## config.mk

```make
export PLATFORM = sky130hd
export DESIGN_NAME = active_trigger_host_end
export DESIGN_NICKNAME = d
export VERILOG_FILES = /design/src/rtl/active_trigger_host_end_pkg.sv /design/src/rtl/active_trigger_host_tx.sv /design/src/rtl/active_trigger_host_end.sv
export SDC_FILE = /design/constraint.sdc
export NUM_CORES = 1
export LEC_CHECK = 0
export ABC_AREA = 1
export CAP_MARGIN = 20
export CORE_MARGIN = 2
export CORE_UTILIZATION = 41
export CTS_CLUSTER_DIAMETER = 60
export CTS_CLUSTER_SIZE = 8
export DETAILED_ROUTE_END_ITERATION = 10
export GPL_TIMING_DRIVEN = 0
export HOLD_SLACK_MARGIN = 0.1
export PLACE_DENSITY_LB_ADDON = 0.08
export SETUP_SLACK_MARGIN = 0.4
export SLEW_MARGIN = 10
export SYNTH_ARGS = -nofsm -noshare
export SYNTH_HDL_FRONTEND = slang
export SYNTH_SLANG_ARGS = --single-unit
```

## constraint.sdc

```tcl
create_clock -name uc_clk -period 2.18 [get_ports uc_clk]
set_input_delay 0.218 -clock uc_clk [delete_from_list [all_inputs] [get_ports uc_clk]]
set_output_delay 0.218 -clock uc_clk [all_outputs]
set_load 0.02 [all_outputs]
```

## src/rtl/active_trigger_host_end_pkg.sv

```systemverilog
// Shared uc bus field layout and transmit FSM encoding for the trigger
// channel host endpoint.
package active_trigger_host_end_pkg;

  // uc bus trigger field positions
  localparam int UC_TRIG_CMD_BIT  = 8;
  localparam int UC_TRIG_BYTE_LSB = 0;
  localparam int UC_TRIG_BYTE_W   = 8;
  localparam int UC_IN_W          = 32;
  localparam int UC_OUT_W         = 30;

  // Transmit FSM encoding
  typedef enum logic [1:0] {
    TX_IDLE  = 2'd0,
    TX_DRIVE = 2'd1,
    TX_GAP   = 2'd2
  } tx_state_e;

  // Larger of two integers, used to size the shared hold/gap counter
  function automatic int max_int(input int a, input int b);
    return (a > b) ? a : b;
  endfunction

endpackage

```

## src/rtl/active_trigger_host_tx.sv

```systemverilog
// Host-to-device trigger transmitter: drives a latched trigger byte onto the
// device uc_in word for HOLD_CYCLES cycles, then forces GAP_CYCLES idle
// cycles before another request can be accepted.
//
// Handshake: host_trig_req is sampled only while idle (busy = 0); a request
// with a non-zero byte is accepted on that edge, busy rises on the next
// cycle and stays high through DRIVE and GAP; host_trig_done pulses for one
// cycle once the gap has elapsed. Requests while busy, or with byte 0, are
// dropped, never queued.
module active_trigger_host_tx
  import active_trigger_host_end_pkg::*;
#(
  parameter int HOLD_CYCLES = 4,
  parameter int GAP_CYCLES  = 2
) (
  input  logic                      uc_clk,
  input  logic                      uc_reset,
  input  logic                      host_trig_req,
  input  logic [UC_TRIG_BYTE_W-1:0] host_trig_byte,
  output logic [UC_IN_W-1:0]        dev_uc_in,
  output logic                      host_trig_busy,
  output logic                      host_trig_done,
  output tx_state_e                 tx_state
);

  // One counter serves both phases, so it is sized for the longer of the two
  localparam int CNT_W = $clog2(max_int(HOLD_CYCLES, GAP_CYCLES)) + 1;
  localparam logic [CNT_W-1:0] HOLD_LOAD = CNT_W'(HOLD_CYCLES - 1);
  localparam logic [CNT_W-1:0] GAP_LOAD  = CNT_W'(GAP_CYCLES - 1);

  tx_state_e                 state_q, state_d;
  logic [CNT_W-1:0]          cnt_q, cnt_d;
  logic [UC_TRIG_BYTE_W-1:0] byte_q, byte_d;
  logic                      done_q, done_d;

  // State, counter, latched byte and done pulse registers
  always_ff @(posedge uc_clk or negedge uc_reset) begin
    if (!uc_reset) begin
      state_q <= TX_IDLE;
      cnt_q   <= '0;
      byte_q  <= '0;
      done_q  <= 1'b0;
    end else begin
      state_q <= state_d;
      cnt_q   <= cnt_d;
      byte_q  <= byte_d;
      done_q  <= done_d;
    end
  end

  // Next-state logic: accept in IDLE, count down HOLD then GAP
  always_comb begin
    state_d = state_q;
    cnt_d   = cnt_q;
    byte_d  = byte_q;
    done_d  = 1'b0;
    case (state_q)
      TX_IDLE: begin
        if (host_trig_req && (host_trig_byte != '0)) begin
          byte_d  = host_trig_byte;
          cnt_d   = HOLD_LOAD;
          state_d = TX_DRIVE;
        end
      end
      TX_DRIVE: begin
        if (cnt_q == '0) begin
          cnt_d   = GAP_LOAD;
          state_d = TX_GAP;
        end else begin
          cnt_d = cnt_q - CNT_W'(1);
        end
      end
      TX_GAP: begin
        if (cnt_q == '0) begin
          done_d  = 1'b1;
          state_d = TX_IDLE;
        end else begin
          cnt_d = cnt_q - CNT_W'(1);
        end
      end
      default: begin
        state_d = TX_IDLE;
      end
    endcase
  end

  // uc_in decoded only from registers; bits above the trigger field stay 0
  always_comb begin
    dev_uc_in = '0;
    if (state_q == TX_DRIVE) begin
      dev_uc_in[UC_TRIG_CMD_BIT]                        = 1'b1;
      dev_uc_in[UC_TRIG_BYTE_LSB +: UC_TRIG_BYTE_W]     = byte_q;
    end
  end

  assign host_trig_busy = (state_q != TX_IDLE);
  assign host_trig_done = done_q;
  assign tx_state       = state_q;

endmodule

```

## src/rtl/active_trigger_host_end.sv

```systemverilog
// Host-side endpoint of the uc bus trigger channel. Captures device trigger
// commands into sticky write-1-to-clear pending/overrun flags and sends host
// trigger commands through the transmit sub-module.
module active_trigger_host_end
  import active_trigger_host_end_pkg::*;
#(
  parameter int HOLD_CYCLES = 4,
  parameter int GAP_CYCLES  = 2
) (
  input  logic                      uc_clk,
  input  logic                      uc_reset,
  input  logic [UC_OUT_W-1:0]       dev_uc_out,
  output logic [UC_IN_W-1:0]        dev_uc_in,
  input  logic                      host_trig_req,
  input  logic [UC_TRIG_BYTE_W-1:0] host_trig_byte,
  output logic                      host_trig_busy,
  output logic                      host_trig_done,
  output logic [UC_TRIG_BYTE_W-1:0] trig_pending,
  input  logic [UC_TRIG_BYTE_W-1:0] trig_clear,
  output logic                      trig_event,
  output logic [UC_TRIG_BYTE_W-1:0] trig_overrun
);

  logic                      cmd_prev;
  logic                      capture;
  logic [UC_TRIG_BYTE_W-1:0] rx_byte;
  logic [UC_TRIG_BYTE_W-1:0] captured_bits;
  logic [UC_TRIG_BYTE_W-1:0] pend_q, pend_d;
  logic [UC_TRIG_BYTE_W-1:0] ovr_q, ovr_d;
  logic                      event_q;
  tx_state_e                 tx_state;
  logic                      unused_bits;

  // Upper uc_out bits carry other channels; tx state is a debug tap
  assign unused_bits = ^{dev_uc_out[UC_OUT_W-1:UC_TRIG_CMD_BIT+1], tx_state};

  // A command is taken once, on the rising edge of the command bit
  assign capture = dev_uc_out[UC_TRIG_CMD_BIT] & ~cmd_prev;
  assign rx_byte = dev_uc_out[UC_TRIG_BYTE_LSB +: UC_TRIG_BYTE_W];

  // Sticky flag update: clear first, then OR in new bits so set beats clear
  always_comb begin
    captured_bits = capture ? rx_byte : '0;
    pend_d        = (pend_q & ~trig_clear) | captured_bits;
    ovr_d         = (ovr_q & ~trig_clear) | (pend_q & captured_bits & ~trig_clear);
  end

  // Receive-side registers
  always_ff @(posedge uc_clk or negedge uc_reset) begin
    if (!uc_reset) begin
      cmd_prev <= 1'b0;
      pend_q   <= '0;
      ovr_q    <= '0;
      event_q  <= 1'b0;
    end else begin
      cmd_prev <= dev_uc_out[UC_TRIG_CMD_BIT];
      pend_q   <= pend_d;
      ovr_q    <= ovr_d;
      event_q  <= capture;
    end
  end

  assign trig_pending = pend_q;
  assign trig_overrun = ovr_q;
  assign trig_event   = event_q;

  active_trigger_host_tx #(
    .HOLD_CYCLES (HOLD_CYCLES),
    .GAP_CYCLES  (GAP_CYCLES)
  ) u_tx (
    .uc_clk         (uc_clk),
    .uc_reset       (uc_reset),
    .host_trig_req  (host_trig_req),
    .host_trig_byte (host_trig_byte),
    .dev_uc_in      (dev_uc_in),
    .host_trig_busy (host_trig_busy),
    .host_trig_done (host_trig_done),
    .tx_state       (tx_state)
  );

endmodule

```

==> Word-level counts from Yosys, hierarchy flattened <==
Cells that the tools add are included.
{ "op_classes": {"eq_ne": 6, "mux": 12, "bitwise_logic": 9, "reduce_logical": 9, "add_sub_neg": 1} }
{ "ops": {"columns": ["operator", "n"], "rows": [
  ["$and A8 B8 Y8", 4],
  ["$or A8 B8 Y8", 2],
  ["$mux W3", 3],
  ["$mux W9", 1],
  ["$pmux W3 S3", 1],
  ["$mux W8", 1],
  ["$not A8 Y8", 1],
  ["$reduce_bool A8 Y1", 1],
  ["$mux W2", 3],
  ["$ne A2 B1 Y1 const B", 3],
  ["$pmux W2 S3", 1],
  ["$reduce_and A3 Y1", 2],
  ["$logic_not A3 Y1", 1],
  ["$reduce_bool A3 Y1", 1],
  ["$sub A3 B1 Y3 const B", 1],
  ["$eq A2 B1 Y1 const B", 1],
  ["$eq A2 B2 Y1 const B", 1],
  ["$logic_not A2 Y1", 1],
  ["$mux W1", 2],
  ["$ne A2 B2 Y1 const B", 1],
  ["$reduce_and A2 Y1", 1],
  ["$reduce_bool A2 Y1", 1],
  ["$and A1 B1 Y1", 1],
  ["$logic_and A1 B1 Y1", 1],
  ["$not A1 Y1", 1]
]} }
{ "totals": {"elab_cells": 45, "inputBits": 49, "register_bits": 32, "output_inout_bits": 51} }

==> Longest topological paths before layout <==
Gate-level depths: netlist of run 1.
{ "depth": {"ltp_word": 6, "mapped_depth": 9} }

==> Modules after synthesis <==
Synthesis of run 1 repeated with hierarchy kept, for this count alone.
{ "hier_totals": {"cells_unflattened": 219, "area_unflattened_um2": 1786.7} }
{ "by_module_without_submodules": {"columns": ["mod", "n_inst", "cells_per_inst", "area_per_inst_um2"], "rows": [
  ["active_trigger_host_tx", 1, 141, 1032.2],
  ["active_trigger_host_end", 1, 78, 754.5]
]} }

==> Least setup slack after synthesis of run 1 <==
No wires, ideal clock.
{ "synth_timing": {"path_kind": "reg-to-reg", "startpoint": "register u_tx.state_q[0] (netlist: u_tx.tx_state[0])", "endpoint": "register u_tx.cnt_q[2]", "n_path_buf": 0, "path_slack_ns": 0.888, "setup_time_ns": 0.117, "t_arrival_ns": 1.175, "stages_incl_launch_ff": 10, "cell_sequence": "dfrtp_1 > inv_1 > ha_1 > inv_2 > nor2_2 > or2_1 > clkinv_2 > nand2_2 > nand2_1 > nand2_1"} }
{ "synth_via": {"elab_chain_cells": 3, "elab_cells_between_ends": 8} }
{ "synth_lines": {"columns": ["item", "line", "text"], "rows": [
  ["start, declared", "active_trigger_host_tx.sv:31", "tx_state_e state_q, state_d;"],
  ["start signal, assigned", "active_trigger_host_tx.sv:44", "state_q <= state_d;"],
  ["$eq A2 B2 Y1, or another cell as far along", "active_trigger_host_tx.sv:57", "case (state_q)"],
  ["$ne A2 B2 Y1 (no source line), or another cell as far along", null, null],
  ["$reduce_and A3 Y1 (no source line)", null, null],
  ["end signal, assigned", "active_trigger_host_tx.sv:45", "cnt_q <= cnt_d;"],
  ["end, declared", "active_trigger_host_tx.sv:32", "logic [CNT_W-1:0] cnt_q, cnt_d;"]
]} }
Parallel ways exist; a longest one is shown, timed or not.
A chain may end at the register's enable or synchronous reset.

==> Final worst setup path of run 1 <==
{ "layout_timing": {"startpoint": "register u_tx.state_q[0] (netlist: u_tx.tx_state[0])", "endpoint": "output host_trig_busy"} }
{ "layout_via": {"elab_chain_cells": 1} }
{ "layout_lines": {"columns": ["item", "line", "text"], "rows": [
  ["$reduce_bool A2 Y1", "active_trigger_host_tx.sv:96", "assign host_trig_busy = (state_q != TX_IDLE);"],
  ["end, declared", "active_trigger_host_end.sv:16", "output logic host_trig_busy,"]
]} }
No other way between the ends.

==> run summary, run 1 <==
The logs give 4710 sq um for the die outline area and 0 for the remaining antenna violation count after routing. The critical path is of the register to output port type. From left edge to right edge, the die measures 68.6 um. The first global-routing pass estimated 5520 um of wire. Sequential-to-total area share from yosys stat: 0.467. After detailed routing, the total wire length is 3490 um. After layout, the worst setup slack is 481 ps. Counting every instance in the synthesized netlist gives 210. For the required time reported for the critical path endpoint, the log shows 1960 ps. The cell type with the highest occurrence count on the critical path is sky130_fd_sc_hd__inv_1. The beginning of the critical path is u_tx.tx_state[0].

For the worst-skew pair, the clock arrives at the later sink with an insertion delay of 280 ps. The final-report hold violation count was 0. For the antenna diode instance count, the log shows 0. Number of CTS-inserted buffers: 5. The clock drives 32 sinks. Post-route clock period utilization: 0.780. Summed over all layers, the global routing overflow is 0. Measured along the y axis, the die boundary spans 68.6 um. The register-to-register setup slack was 700 ps; the count of routing violations after the opening detailed-route iteration was 48. The run gives 0 as the total setup buffers inserted after CTS.

The total of flip-flops plus latches after synthesis was 32; the post-CTS clock slew at the launch and capture registers of the worst setup and hold paths was 70 ps. Data arrival time of the critical path: 1480 ps. Global placement routability congestion: 0.806.

In the layout the commonest cells are sky130_fd_sc_hd__nand2_1 (44), sky130_fd_sc_hd__clkdlybuf4s50_1 (44), sky130_fd_sc_hd__inv_1 (38). The kind of cell with the highest combined delay along the critical path is buffers and inverters. For this design the static power due to leakage is 1.33 nW. Final hold analysis gives a worst-case slack of 403 ps. Setup repair after global routing left no endpoint under its margin. The final critical delay including setup and external delays was 1700 ps; the HPWL after detailed placement was 2640 um. The post-synthesis average cell area was 8.16 sq um; the maximum buffer depth of the clock tree was 2.

The first detailed-routing pass ran for 4 iterations. On the critical path, the stage with the largest delay is an instance of sky130_fd_sc_hd__dfrtp_1. Pre-CTS setup slack: 228 ps. The worst setup path is launched from a register. Remaining routing DRC violations: 0. The worst supply voltage drop on vdd is 0.488 mV, and the area of the mapped netlist is 1710 sq um. Slew at the pin closest to its max-slew limit: 705 ps. The largest single stage delay on the critical path is 440 ps. The overall routing resource usage was 0.163; the accumulated negative setup slack was 0 ps. In this run the core area contains 23 standard-cell rows. The post-detailed-route via-to-cell ratio was 4.23. The proportion of layout cells with a drive suffix above 1 came out at 0.186. CTS built an H-tree with a depth of 2. The via count of the first global-routing pass is 1,304. The path class of the tightest hold or removal check is primary input to register. Reported max-cap violation count: 0.

Nature of the critical path endpoint: an output port. The standard cell core area was 4000 sq um. The total cell area at the placement stage was 2400 sq um. The utilization after layout was 0.635. During placement, the flow inserted port buffers numbering 55. Along the worst path, the maximum fanout reaches 4. The path with the worst hold slack has its endpoint at cmd_prev.

Hold path depth: 1. Traced cell by cell, the critical path runs through inv_1 > ha_1 > inv_1 > dlygate4sd2_1. The tools report the count of pins on the block boundary as 100. In this run the clock root is driven by a sky130_fd_sc_hd__clkbuf_8. The cell area power density is 953 nW/um^2, and the worst slew margin relative to its limit is 0.530.

The sum of buffers and inverters on the critical path came out at 3. Launching point of the worst reg2reg path: u_tx.tx_state[0]. Final setup violation count: 0. The worst hold path begins at dev_uc_out[8].

For the initial standard-cell utilization of the core, the log shows 0.428. The growth of design area from synthesis to finish was 48.4%; the detailed-route wire length per cell was 10.1 um. For the number of warnings issued by yosys, the log shows 0. For the worst flop-to-flop path, the logic depth is 9. The run finished with clean final reports. The fmax was 588 MHz; the total non-filler cell area in the finished layout was 2540 sq um. TritonCTS built the clock tree. The endpoint identified for the worst register-to-register timing path is u_tx.cnt_q[0]. The synthesized netlist contains 21 unique library cells.

The run gives 2.46 ps as the worst clock skew. For this block, the via count after detailed routing is 1,465. The final max-slew violation count is 0. The number of antenna violations at the first check in global routing was 0. The number of nets in the layout is 351, and the pin count of the biggest net entering global routing is 33.
[flip-flops by register name, indices dropped and copies added (netlist names)]
| name | flops |
|---|---|
| trig_overrun | 8 |
| trig_pending | 8 |
| u_tx.byte_q | 8 |
| u_tx.cnt_q | 3 |
| u_tx.tx_state | 2 |
| cmd_prev | 1 |
| trig_event | 1 |
| u_tx.host_trig_done | 1 |
[final cells by class]
cell class | count | area [sq um]
tap | 50 | 62.6
inverter | 43 | 163
sequential | 32 | 801
clock buffer | 6 | 72.6
multi-input combinational | 130 | 643
buffer | 27 | 208
clock inverter | 2 | 35.0
timing repair buffer | 56 | 557
fill | 370 | 1460
[worst reg2reg max path, cell delays in order, from the launching register on]
cell and delay [ps]:
sky130_fd_sc_hd__dfrtp_1 440, sky130_fd_sc_hd__inv_1 110, sky130_fd_sc_hd__ha_1 250, sky130_fd_sc_hd__inv_2 70, sky130_fd_sc_hd__nor2_2 40, sky130_fd_sc_hd__or2_1 210
sky130_fd_sc_hd__clkinv_2 80, sky130_fd_sc_hd__nand2_2 70, sky130_fd_sc_hd__nand2_1 60, sky130_fd_sc_hd__nand2_1 40
[cells in the mapped netlist]
library cell               number  share of area
sky130_fd_sc_hd__nand2_1       44          0.096
sky130_fd_sc_hd__inv_1         39          0.085
sky130_fd_sc_hd__dfrtp_1       32           0.47
sky130_fd_sc_hd__buf_4         24           0.11
sky130_fd_sc_hd__o21ai_1       17          0.050
sky130_fd_sc_hd__nand3_1       15          0.044
sky130_fd_sc_hd__a21oi_1        8          0.023
sky130_fd_sc_hd__ha_1           7          0.051
sky130_fd_sc_hd__nor2_1         6          0.013
sky130_fd_sc_hd__inv_2          3         0.0066
sky130_fd_sc_hd__nand2_2        3          0.011
sky130_fd_sc_hd__buf_2          2         0.0058
sky130_fd_sc_hd__o21ai_0        2         0.0058
sky130_fd_sc_hd__buf_6          1         0.0066
sky130_fd_sc_hd__clkinv_2       1         0.0029
sky130_fd_sc_hd__conb_1         1         0.0022
sky130_fd_sc_hd__nand3_2        1         0.0058
sky130_fd_sc_hd__nand4_1        1         0.0037
sky130_fd_sc_hd__nor2_2         1         0.0037
sky130_fd_sc_hd__nor2_4         1         0.0066
sky130_fd_sc_hd__or2_1          1         0.0037
[worst max path at each step]
stage / cells after the start / endpoint
after floorplan: 9 / u_tx.cnt_q[2]
after global placement: 1 / trig_overrun[7]
after detailed placement: 6 / dev_uc_in[5]
after CTS: 6 / dev_uc_in[5]
after global routing: 4 / host_trig_busy
final: 4 / host_trig_busy
[logic make-up after synthesis]
kind of cell,count (synthesis),synth area share
AND/OR/NAND/NOR,73,0.188
buffers and inverters,70,0.213
flip-flops,32,0.467
AO/OA/AOI/OAI,27,0.0789
adder cells (fa/ha/maj),7,0.0511
other,1,0.00219
[metal layers]
layer,wire [um],vias to the layer above,GRT usage
li1,-,759,-
met1,1500,652,0.192
met2,1710,49,0.270
met3,243,5,0.0552
met4,43,0,0.0650
met5,0,-,0
[repair_timing]
item                                    CTS  global route
hold endpoints to repair                 32             0
resized for setup                        25             6
cloned                                    0             0
hold buffers                              1             0
endpoints found under the setup margin   10             9
[where the power goes]
part | total, mW | leakage (nW) | switching (mW) | internal, mW
clock network | 0.557 | 0.0552 | 0.218 | 0.339
logic | 1.04 | 0.859 | 0.593 | 0.450
registers | 0.820 | 0.414 | 0.0902 | 0.730
total | 2.42 | 1.33 | 0.902 | 1.52
[per-stage QoR]
| stage | power [mW] | cells |
|---|---|---|
| final | 2.42 | 346 |
| after global routing | 2.60 | 346 |
| after CTS | 2.42 | 346 |
| after detailed placement | 1.88 | 337 |
| after global placement | 1.86 | 337 |
| after floorplan | 1.52 | 232 |
(Power assumes the default switching activity.)
==> inputs of run 2 (changes only) <==
- CORE_UTILIZATION: 41 -> 38
- clock period: 2.18 -> 1.7 ns (I/O delays scaled with it)
==> run 2 against run 1 <==
  * Critical path depth grew 2
  * First-iteration DRC count shrank 35%
  * Wire length grew 8.5%
  * Clock power grew 8.1%
==> run summary, run 2 (synthesis gave the netlist of run 1 again) <==
The pin count of the biggest net entering global routing is 33 (unchanged). The tools report the data arrival time of the critical path as 1310 ps (was 1480 ps). The run gives 32 (unchanged) as the number of clock sinks. The tools report the nature of the critical path endpoint as an output port (unchanged). The count of input and output buffers came out at 55 (unchanged). The worst min-delay path category is primary input to register (unchanged). Total congestion overflow after global routing: 0 (unchanged). Routed wire length: 3790 um (was 3490 um).

For the length of routed met3 wiring, the log shows 261 um (was 243 um). For the count of pins on the block boundary, the log shows 100 (unchanged). The required time reported for the critical path endpoint was 1530 ps (was 1960 ps); the maximum fanout encountered on the critical timing path was 9 (was 4).

The logs give 4 (unchanged) for the first-pass iteration count of the detailed router and 1590 um (was 1500 um) for the met1 routed wirelength after detailed routing. The run gives 6.92 ps (was 2.46 ps) as the worst clock skew. Proportion of layout cells with a drive suffix above 1: 0.281 (was 0.186). The logs give 368 (was 351) for the number of nets in the layout and 0 (unchanged) for the remaining antenna violation count after routing. The tools report the critical path startpoint category as a register (unchanged). The worst reg2reg path depth was 10 (was 9).

The run gives 1.52 nW (was 1.33 nW) as the leakage dissipation. The wire length on met2 was 1860 um (was 1710 um); the post-detailed-route via-to-cell ratio was 4.22 (was 4.23). Derived from the worst setup path, the maximum achievable clock frequency is 675 MHz.

For the total cell area at the placement stage, the log shows 2410 sq um (was 2400 sq um). The logs give 2750 sq um (was 2540 sq um) for the total non-filler cell area in the finished layout and 2630 um (was 2640 um) for the HPWL after detailed placement. The tools report the maximum buffer depth of the clock tree as 2 (unchanged).

The run gives 24 (was 23) as the number of placement rows. The launching point of the worst reg2reg path was u_tx.tx_state[1] (was u_tx.tx_state[0]). Beginning of the critical path: u_tx.tx_state[1] (was u_tx.tx_state[0]).

The final worst hold slack is 358 ps (was 403 ps), and the die height is 71.1 um (was 68.6 um). The run gives 0 (unchanged) as the final-report hold violation count. The category of cells accounting for the largest share of critical-path delay is flip-flops (was buffers and inverters). The minimum setup slack in the final design came out at 219 ps (was 481 ps).

The detailed-route wire length per cell is 10.4 um (was 10.1 um), and the pre-CTS setup slack is -227 ps (was 228 ps). The end point of the critical path was dev_uc_in[5] (was host_trig_busy). The post-CTS clock slew at the launch and capture registers of the worst setup and hold paths is 70 ps (about the same). Class of the most critical setup path: register to output port (unchanged). The via count of the first global-routing pass was 1,390 (was 1,304); the reported max-cap violation count was 0 (unchanged). The run gives 230 ps (was 700 ps) as the register-to-register setup slack.

The tools report the die outline area as 5060 sq um (was 4710 sq um). The tools report the startpoint of the tightest hold check path as dev_uc_out[8] (unchanged). The final critical delay including setup and external delays works out to 1480 ps.

The number of antenna violations at the first check in global routing came out at 0 (unchanged). Remaining routing DRC violations: 0 (unchanged). Critical-path cell with the highest stage delay: sky130_fd_sc_hd__dfrtp_1 (unchanged). The endpoint of the most critical register-to-register path was u_tx.cnt_q[0] (unchanged).

Worst slew margin relative to its limit: 0.519 (was 0.530). The run gives 5960 um (was 5520 um) as the wire length of the first global-routing pass. Horizontal die dimension: 71.1 um (was 68.6 um). Most frequent cells in the layout: sky130_fd_sc_hd__buf_4 (41), sky130_fd_sc_hd__nand2_1 (40), sky130_fd_sc_hd__inv_1 (36) (was sky130_fd_sc_hd__nand2_1 (44), sky130_fd_sc_hd__clkdlybuf4s50_1 (44), sky130_fd_sc_hd__inv_1 (38)). The antenna diode instance count was 0 (unchanged); the worst supply voltage drop on vdd was 0.748 mV (was 0.488 mV). The count of routing violations after the opening detailed-route iteration is 31 (was 48), and the slew at the pin closest to its max-slew limit is 722 ps (was 705 ps). The run gives 0.800 (was 0.806) as the global placement routability congestion. Leading cell type in the layout, fill and taps excluded: sky130_fd_sc_hd__buf_4. The filler cell count in the final layout is 390 (was 370). Setup repair after global routing could not meet its margin everywhere. For the standard cell core area, the log shows 4350 sq um (was 4000 sq um). The final cell count without fillers is 365 (was 346).

TritonCTS built the clock tree. The sum of buffers and inverters on the critical path is 4 (was 3), and the routed via count is 1,539 (was 1,465). The post-route clock period utilization is 0.871.

The cell area power density was 1290 nW/um^2 (was 953 nW/um^2). Overall routing resource usage: 0.150 (was 0.163). The flow ran to the end, and the final reports show no timing, DRC or antenna violations. The clock latency of the later-clocked register in the worst-skew pair was 290 ps (was 280 ps). The maximum level of the CTS H-tree was 2 (unchanged). The tools report the root buffer cell as sky130_fd_sc_hd__clkbuf_8 (unchanged).

The logs give 0.393 (was 0.428) for the initial standard-cell utilization of the core and 0 (unchanged) for the final setup violation count. Chain of cells forming the critical path: inv_2 > ha_4 > buf_8 > nand2_1 > inv_1 > buf_4 (was inv_1 > ha_1 > inv_1 > dlygate4sd2_1). The number of CTS-inserted buffers was 5 (unchanged); the number of placed instances, taps included was 339 (was 337).

Growth of design area from synthesis to finish: 60.3% (was 48.4%). The delay contributed by the slowest stage of the critical path came out at 410 ps (was 440 ps). Top layer reached by signal wires: met4 (unchanged). The final max-slew violation count was 0 (unchanged); the critical path depth was 6 (was 4).
[run 2: cell types whose count changed in the layout (fill, tap and decap cells not counted), sizes merged]
cell           delta
clkbuf            +3
clkinv            -1
bufinv            -1
clkdlybuf4s15     -7
buf              +25
clkdlybuf4s50    -18
dlygate4sd2      +16
[run 2: how the worst min path moves through the flow]
stage | to | slack [ps] | cells past startpoint
after floorplan | cmd_prev | -130 | 0
after global placement | u_tx.cnt_q[1] | 460 | 2
after detailed placement | u_tx.byte_q[0] | 280 | 1
after CTS | cmd_prev | 350 | 1
after global routing | cmd_prev | 360 | 1
final | cmd_prev | 360 | 1
[run 2: final cells by class]
cell class / count / area, sq um / area share
Timing Repair Buffer: 73 / 683 / 0.249
Multi-Input combinational cell: 130 / 721 / 0.263
Buffer: 27 / 221 / 0.0807
Clock buffer: 8 / 90.1 / 0.0328
Sequential cell: 32 / 802 / 0.292
Tap cell: 52 / 65.1 / 0.0237
Inverter: 43 / 163 / 0.0593
[run 2: worst register-to-register path, stage by stage (launching register included)]
cell and delay [ps]:
sky130_fd_sc_hd__dfrtp_1 410, sky130_fd_sc_hd__buf_6 130, sky130_fd_sc_hd__buf_6 110, sky130_fd_sc_hd__ha_4 150, sky130_fd_sc_hd__inv_2 60, sky130_fd_sc_hd__nor2_2 40
sky130_fd_sc_hd__or2_1 210, sky130_fd_sc_hd__clkinv_2 80, sky130_fd_sc_hd__nand2_2 70, sky130_fd_sc_hd__nand2_1 60, sky130_fd_sc_hd__nand2_1 50
[run 2: repair_timing]
item / 4_1_cts / 5_1_grt
setup endpoints to repair: 41 / 23
pin swaps: 6 / 4
hold endpoints to repair: 32 / 0
gates cloned: 0 / 1
buffers inserted: 11 / 5
hold buffers: 1 / 0
gates resized for setup: 91 / 15
[run 2: per-stage QoR]
stage	setup TNS [ps]	power, mW	utilization
final	0	3.54	0.630
after CTS	0	3.37	0.605
after floorplan	0	1.95	-
after detailed placement	-1680	2.41	0.553
after global routing	0	3.79	0.630
after global placement	-8980	2.40	0.554
[run 2: where the power goes]
| group | leakage (nW) | switching, mW | total, mW | internal (mW) |
|---|---|---|---|---|
| Clock | 0.0455 | 0.273 | 0.602 | 0.330 |
| Sequential | 0.413 | 0.120 | 1.06 | 0.939 |
| Combinational | 1.06 | 0.938 | 1.88 | 0.944 |
[run 2: layer usage]
metal  up-vias  GRT usage
met5         -          0
met4         0     0.0797
met3         7     0.0342
met2        51      0.250
met1       685      0.181
li1        796          -
==> inputs of run 3 (changes only) <==
- ABC_AREA: 1 -> unset
- CORE_UTILIZATION: 38 -> 37
- MAX_ROUTING_LAYER: unset -> met4
==> run 3 against run 2 <==
  * Clock power up 20%
  * Sequential power about the same
  * Design area up 2.5%
  * Setup slack worse by 120 ps
  * Sequential share of layout area down 0.70 points
  * Total power up 15%
  * Global-route usage up 2.0 points
  * Sequential cell count unchanged
  * Critical path type unchanged
  * Largest power group unchanged
  * Highest routed layer unchanged
==> run summary, run 3 <==
Class of the most critical setup path: register to output port (unchanged). The routing layer with the top usage in global route is met2 (unchanged). The proportion of layout cells with a drive suffix above 1 is 0.438 (was 0.281), and the xor and xnor area share after synthesis is 0 (unchanged). The fmax is 626 MHz (was 675 MHz), and the HPWL after detailed placement is 2610 um (was 2630 um).

Required time reported for the critical path endpoint: 1530 ps (about the same). The final-report hold violation count was 0 (unchanged); the maximum level of the CTS H-tree was 2 (unchanged). Most frequent cells in the layout: sky130_fd_sc_hd__buf_4 (40), sky130_fd_sc_hd__dfrtp_1 (31), sky130_fd_sc_hd__conb_1 (23) (was sky130_fd_sc_hd__buf_4 (41), sky130_fd_sc_hd__nand2_1 (40), sky130_fd_sc_hd__inv_1 (36)). The post-synthesis instance total was 157 (was 210); the met2 track utilization from global routing was 0.251 (was 0.250).

The final setup violation count came out at 0 (unchanged). The sum of buffers and inverters on the critical path works out to 3 (was 4). The tools report the startpoint of the tightest hold check path as host_trig_byte[6] (was dev_uc_out[8]). The antenna diode instance count is 0 (unchanged), and the accumulated negative setup slack is 0 ps (unchanged). Setup repair after global routing could not meet its margin everywhere. The share of synthesized registers carrying an async set or reset was 1.00 (unchanged); the leakage dissipation was 1.47 nW (was 1.52 nW). Critical-path cell with the highest stage delay: sky130_fd_sc_hd__dfrtp_2 (was sky130_fd_sc_hd__dfrtp_1). The post-CTS clock slew at the launch and capture registers of the worst setup and hold paths works out to 60 ps (was 70 ps).

The tools report the worst min-delay path endpoint as u_tx.byte_q[6] (was cmd_prev). The maximum fanout encountered on the critical timing path works out to 5 (was 9). The die height was 70.1 um (was 71.1 um); the slew at the pin closest to its max-slew limit was 720 ps (was 722 ps).

The critical path startpoint category was a register (unchanged). The tools report the launching point of the worst reg2reg path as u_tx.cnt_q[0] (was u_tx.tx_state[1]). The met3 track demand over resource in global routing is 0.0447 (was 0.0342). The worst slew margin relative to its limit is 0.520 (was 0.519).

The routed wire length is 3980 um (was 3790 um), and the number of warnings issued by yosys is 0 (unchanged). The reported max-cap violation count was 0 (unchanged); the count of pins on the block boundary was 100 (unchanged). The maximum buffer depth of the clock tree was 2 (unchanged). The leading cell type in the layout, fill and taps excluded is sky130_fd_sc_hd__buf_4 (unchanged). The library cell with the largest summed area after synthesis is sky130_fd_sc_hd__dfrtp_1 (unchanged). The register-to-register setup slack was 100 ps (was 230 ps); the switching share of power was 0.336 (was 0.375). The post-route clock period utilization works out to 0.939 (was 0.871). Worst clock skew: 2.94 ps (was 6.92 ps).

For the wire length of the first global-routing pass, the log shows 6260 um (was 5960 um). The root buffer cell was sky130_fd_sc_hd__clkbuf_8 (unchanged). The final critical delay including setup and external delays is 1600 ps (was 1480 ps), and the share of Yosys cell area claimed by the top area cell type is 0.495 (was 0.467). The category of cells accounting for the largest share of critical-path delay was flip-flops (unchanged). The clock network fraction of total power was 0.177 (was 0.170); the total congestion overflow after global routing was 0 (unchanged). The global placement routability congestion was 0.767 (was 0.800); the final max-slew violation count was 0 (unchanged). The portion of netlist area occupied by mux cells was 0.0688 (was 0). Ranking of synthesized cells by instance count: sky130_fd_sc_hd__dfrtp_1 (32), sky130_fd_sc_hd__buf_4 (24), sky130_fd_sc_hd__inv_1 (14), sky130_fd_sc_hd__nand2_1 (12), sky130_fd_sc_hd__o21ai_0 (11) (was sky130_fd_sc_hd__nand2_1 (44), sky130_fd_sc_hd__inv_1 (39), sky130_fd_sc_hd__dfrtp_1 (32), sky130_fd_sc_hd__buf_4 (24), sky130_fd_sc_hd__o21ai_1 (17)). The post-detailed-route via-to-cell ratio is 4.46 (was 4.22), and the total of flip-flops plus latches after synthesis is 32 (unchanged).

The met1 routing resource usage after global routing came out at 0.219 (was 0.181). The logs give 24 (unchanged) for the number of placement rows and 0 (unchanged) for the remaining routing DRC violations. Final cell count without fillers: 319 (was 365).

Top cells by area, synth: sky130_fd_sc_hd__dfrtp_1 (49%), sky130_fd_sc_hd__buf_4 (11%), sky130_fd_sc_hd__mux2_2 (6.3%) (was sky130_fd_sc_hd__dfrtp_1 (47%), sky130_fd_sc_hd__buf_4 (11%), sky130_fd_sc_hd__nand2_1 (9.6%)). The run gives 47 (was 31) as the count of routing violations after the opening detailed-route iteration. The number of nets in the layout is 322 (was 368), and the area share of fa/ha/maj cells after synthesis is 0.0541 (was 0.0511). The clock latency of the later-clocked register in the worst-skew pair came out at 290 ps (about the same). Worst min-delay path category: primary input to register (unchanged).

The synthesized-area fraction occupied by and/or/nand/nor cells was 0.118 (was 0.188). In this design, the critical path's most frequently occurring cell is sky130_fd_sc_hd__buf_6. Initial standard-cell utilization of the core: 0.377 (was 0.393).

Total cell area at the placement stage: 2420 sq um (was 2410 sq um). The routed via count is 1,422 (was 1,539), and the worst supply voltage drop on vdd is 0.971 mV (was 0.748 mV). The sequential-to-total area share from yosys stat is 0.495 (was 0.467), and the first-pass iteration count of the detailed router is 4 (unchanged). For the number of antenna violations at the first check in global routing, the log shows 0 (unchanged). Chain of cells forming the critical path: ha_4 > buf_8 > buf_6 > and2_4 > buf_6 (was inv_2 > ha_4 > buf_8 > nand2_1 > inv_1 > buf_4).

The detailed-route wire length per cell was 12.5 um (was 10.4 um); the switching power total was 1.37 mW (was 1.33 mW). TritonCTS built the clock tree. For the number of CTS-inserted buffers, the log shows 5 (unchanged). The run gives 28 (was 21) as the count of cell types in the netlist.

The flow ran to the end, and the final reports show no timing, DRC or antenna violations. The number of synthesized flops with an enable pin was 0 (unchanged); the cell area power density was 1450 nW/um^2 (was 1290 nW/um^2). The overall power of the completed layout was 4.09 mW (was 3.54 mW); the sequential cell fraction of total power was 0.262 (was 0.299). For the area of the mapped netlist, the log shows 1620 sq um (was 1710 sq um). The growth of design area from synthesis to finish is 73.9% (was 60.3%), and the hold path depth is 2 (was 1).

The number of placed instances, taps included was 286 (was 339). The logs give 0.171 (was 0.150) for the overall routing resource usage and 32 (unchanged) for the number of clock sinks. The standard cell core area came out at 4290 sq um (was 4350 sq um). The count of input and output buffers is 55 (unchanged).

The synthesized-area fraction occupied by ao, oa, aoi and oai cells works out to 0.108 (was 0.0789). Largest family of logic cells by synthesized area: buffers and inverters (unchanged). The run gives 1,319 (was 1,390) as the via count of the first global-routing pass. The pin count of the biggest net entering global routing was 33 (unchanged).

The tools report the endpoint of the most critical register-to-register path as u_tx.cnt_q[0] (unchanged). For the total non-filler cell area in the finished layout, the log shows 2810 sq um (was 2750 sq um). The horizontal die dimension is 70.1 um (was 71.1 um), and the worst reg2reg path depth is 7 (was 10). The leading register cell type out of synthesis is sky130_fd_sc_hd__dfrtp_1 (unchanged). The run gives 0 (unchanged) as the remaining antenna violation count after routing. The nature of the critical path endpoint is an output port (unchanged). The delay contributed by the slowest stage of the critical path came out at 460 ps (was 410 ps). The data arrival time of the critical path was 1430 ps (was 1310 ps); the die outline area was 4920 sq um (was 5060 sq um). The dominant cell by count in the synthesized netlist is sky130_fd_sc_hd__dfrtp_1 (was sky130_fd_sc_hd__nand2_1). The logs give 0.561 (was 0.531) for the combinational fraction of design power and 2.71 mW (was 2.21 mW) for the internal power consumption.

The post-synthesis average cell area was 10.3 sq um (was 8.16 sq um).
==> run 3: cell types whose count changed in the layout (fill, tap and decap cells not counted), moves of 5 or more <==
cell,previous run,this run
sky130_fd_sc_hd__and2_4,0,9
sky130_fd_sc_hd__mux2_4,0,9
sky130_fd_sc_hd__a31oi_1,0,8
sky130_fd_sc_hd__buf_6,9,18
sky130_fd_sc_hd__o21ai_1,12,0
sky130_fd_sc_hd__nand2_1,40,10
sky130_fd_sc_hd__inv_1,36,9
sky130_fd_sc_hd__o21ai_0,1,9
sky130_fd_sc_hd__nand2_2,6,1
sky130_fd_sc_hd__nand3_1,15,0
sky130_fd_sc_hd__a21oi_1,8,3
sky130_fd_sc_hd__clkdlybuf4s50_1,26,18
==> run 3: how the worst max path moves through the flow <==
stage / start / end / slack (ps) / depth (start not counted)
finish: u_tx.tx_state[0] / dev_uc_in[0] / 100 / 5
global route: u_tx.cnt_q[0] / u_tx.cnt_q[0] / 30 / 7
CTS: u_tx.cnt_q[0] / u_tx.cnt_q[0] / 60 / 7
detailed placement: host_trig_byte[2] / u_tx.byte_q[5] / -400 / 6
global placement: host_trig_byte[2] / u_tx.byte_q[6] / -390 / 6
floorplan: host_trig_byte[2] / u_tx.byte_q[0] / 110 / 5
==> run 3: area by class of cell <==
class	count	area (sq um)
inverter	14	55.1
timing repair buffer	80	738
tap	52	65.1
multi-input combinational	105	818
sequential	32	802
clock inverter	2	35.0
fill	328	1480
buffer	28	226
clock buffer	6	72.6
==> run 3: repair_timing <==
item | in CTS | in global routing
setup buffers | 16 | 7
hold buffers | 1 | 0
hold endpoints to repair | 32 | 0
pin swaps | 13 | 6
gates resized for setup | 132 | 15
gates cloned | 1 | 0
endpoints found under the setup margin | 51 | 28
==> run 3: cell families after synthesis <==
family	Yosys count
mux	10
compound gates	28
flops	32
buf+inv	42
other cells	1
fa+ha+maj	7
simple gates	37
==> run 3: per-stage QoR <==
| step | util | hold WS, ps | setup WS [ps] |
|---|---|---|---|
| floorplan | - | -126 | 113 |
| global placement | 0.564 | 476 | -391 |
| detailed placement | 0.563 | 266 | -403 |
| CTS | 0.631 | 111 | 58.9 |
| global route | 0.655 | 105 | 31.8 |
| finish | 0.655 | 110 | 103 |
==> run 3: metal layers <==
layer / up-vias / share of wire
met4: 0 / 0.027
met3: 8 / 0.083
li1: 689 / -
met1: 657 / 0.44
met5: - / 0
met2: 68 / 0.45
==> run 3: power by group through the flow <==
stage          Combinational [mW]  Clock (mW)  Sequential (mW)
6_report                     2.29       0.725             1.07
5_1_grt                      2.44       0.782             1.09
4_1_cts                      2.05       0.737             1.07
3_5_place_dp                 1.60           0             1.06
3_3_place_gp                 1.58           0             1.06
2_1_floorplan                1.07           0             1.07
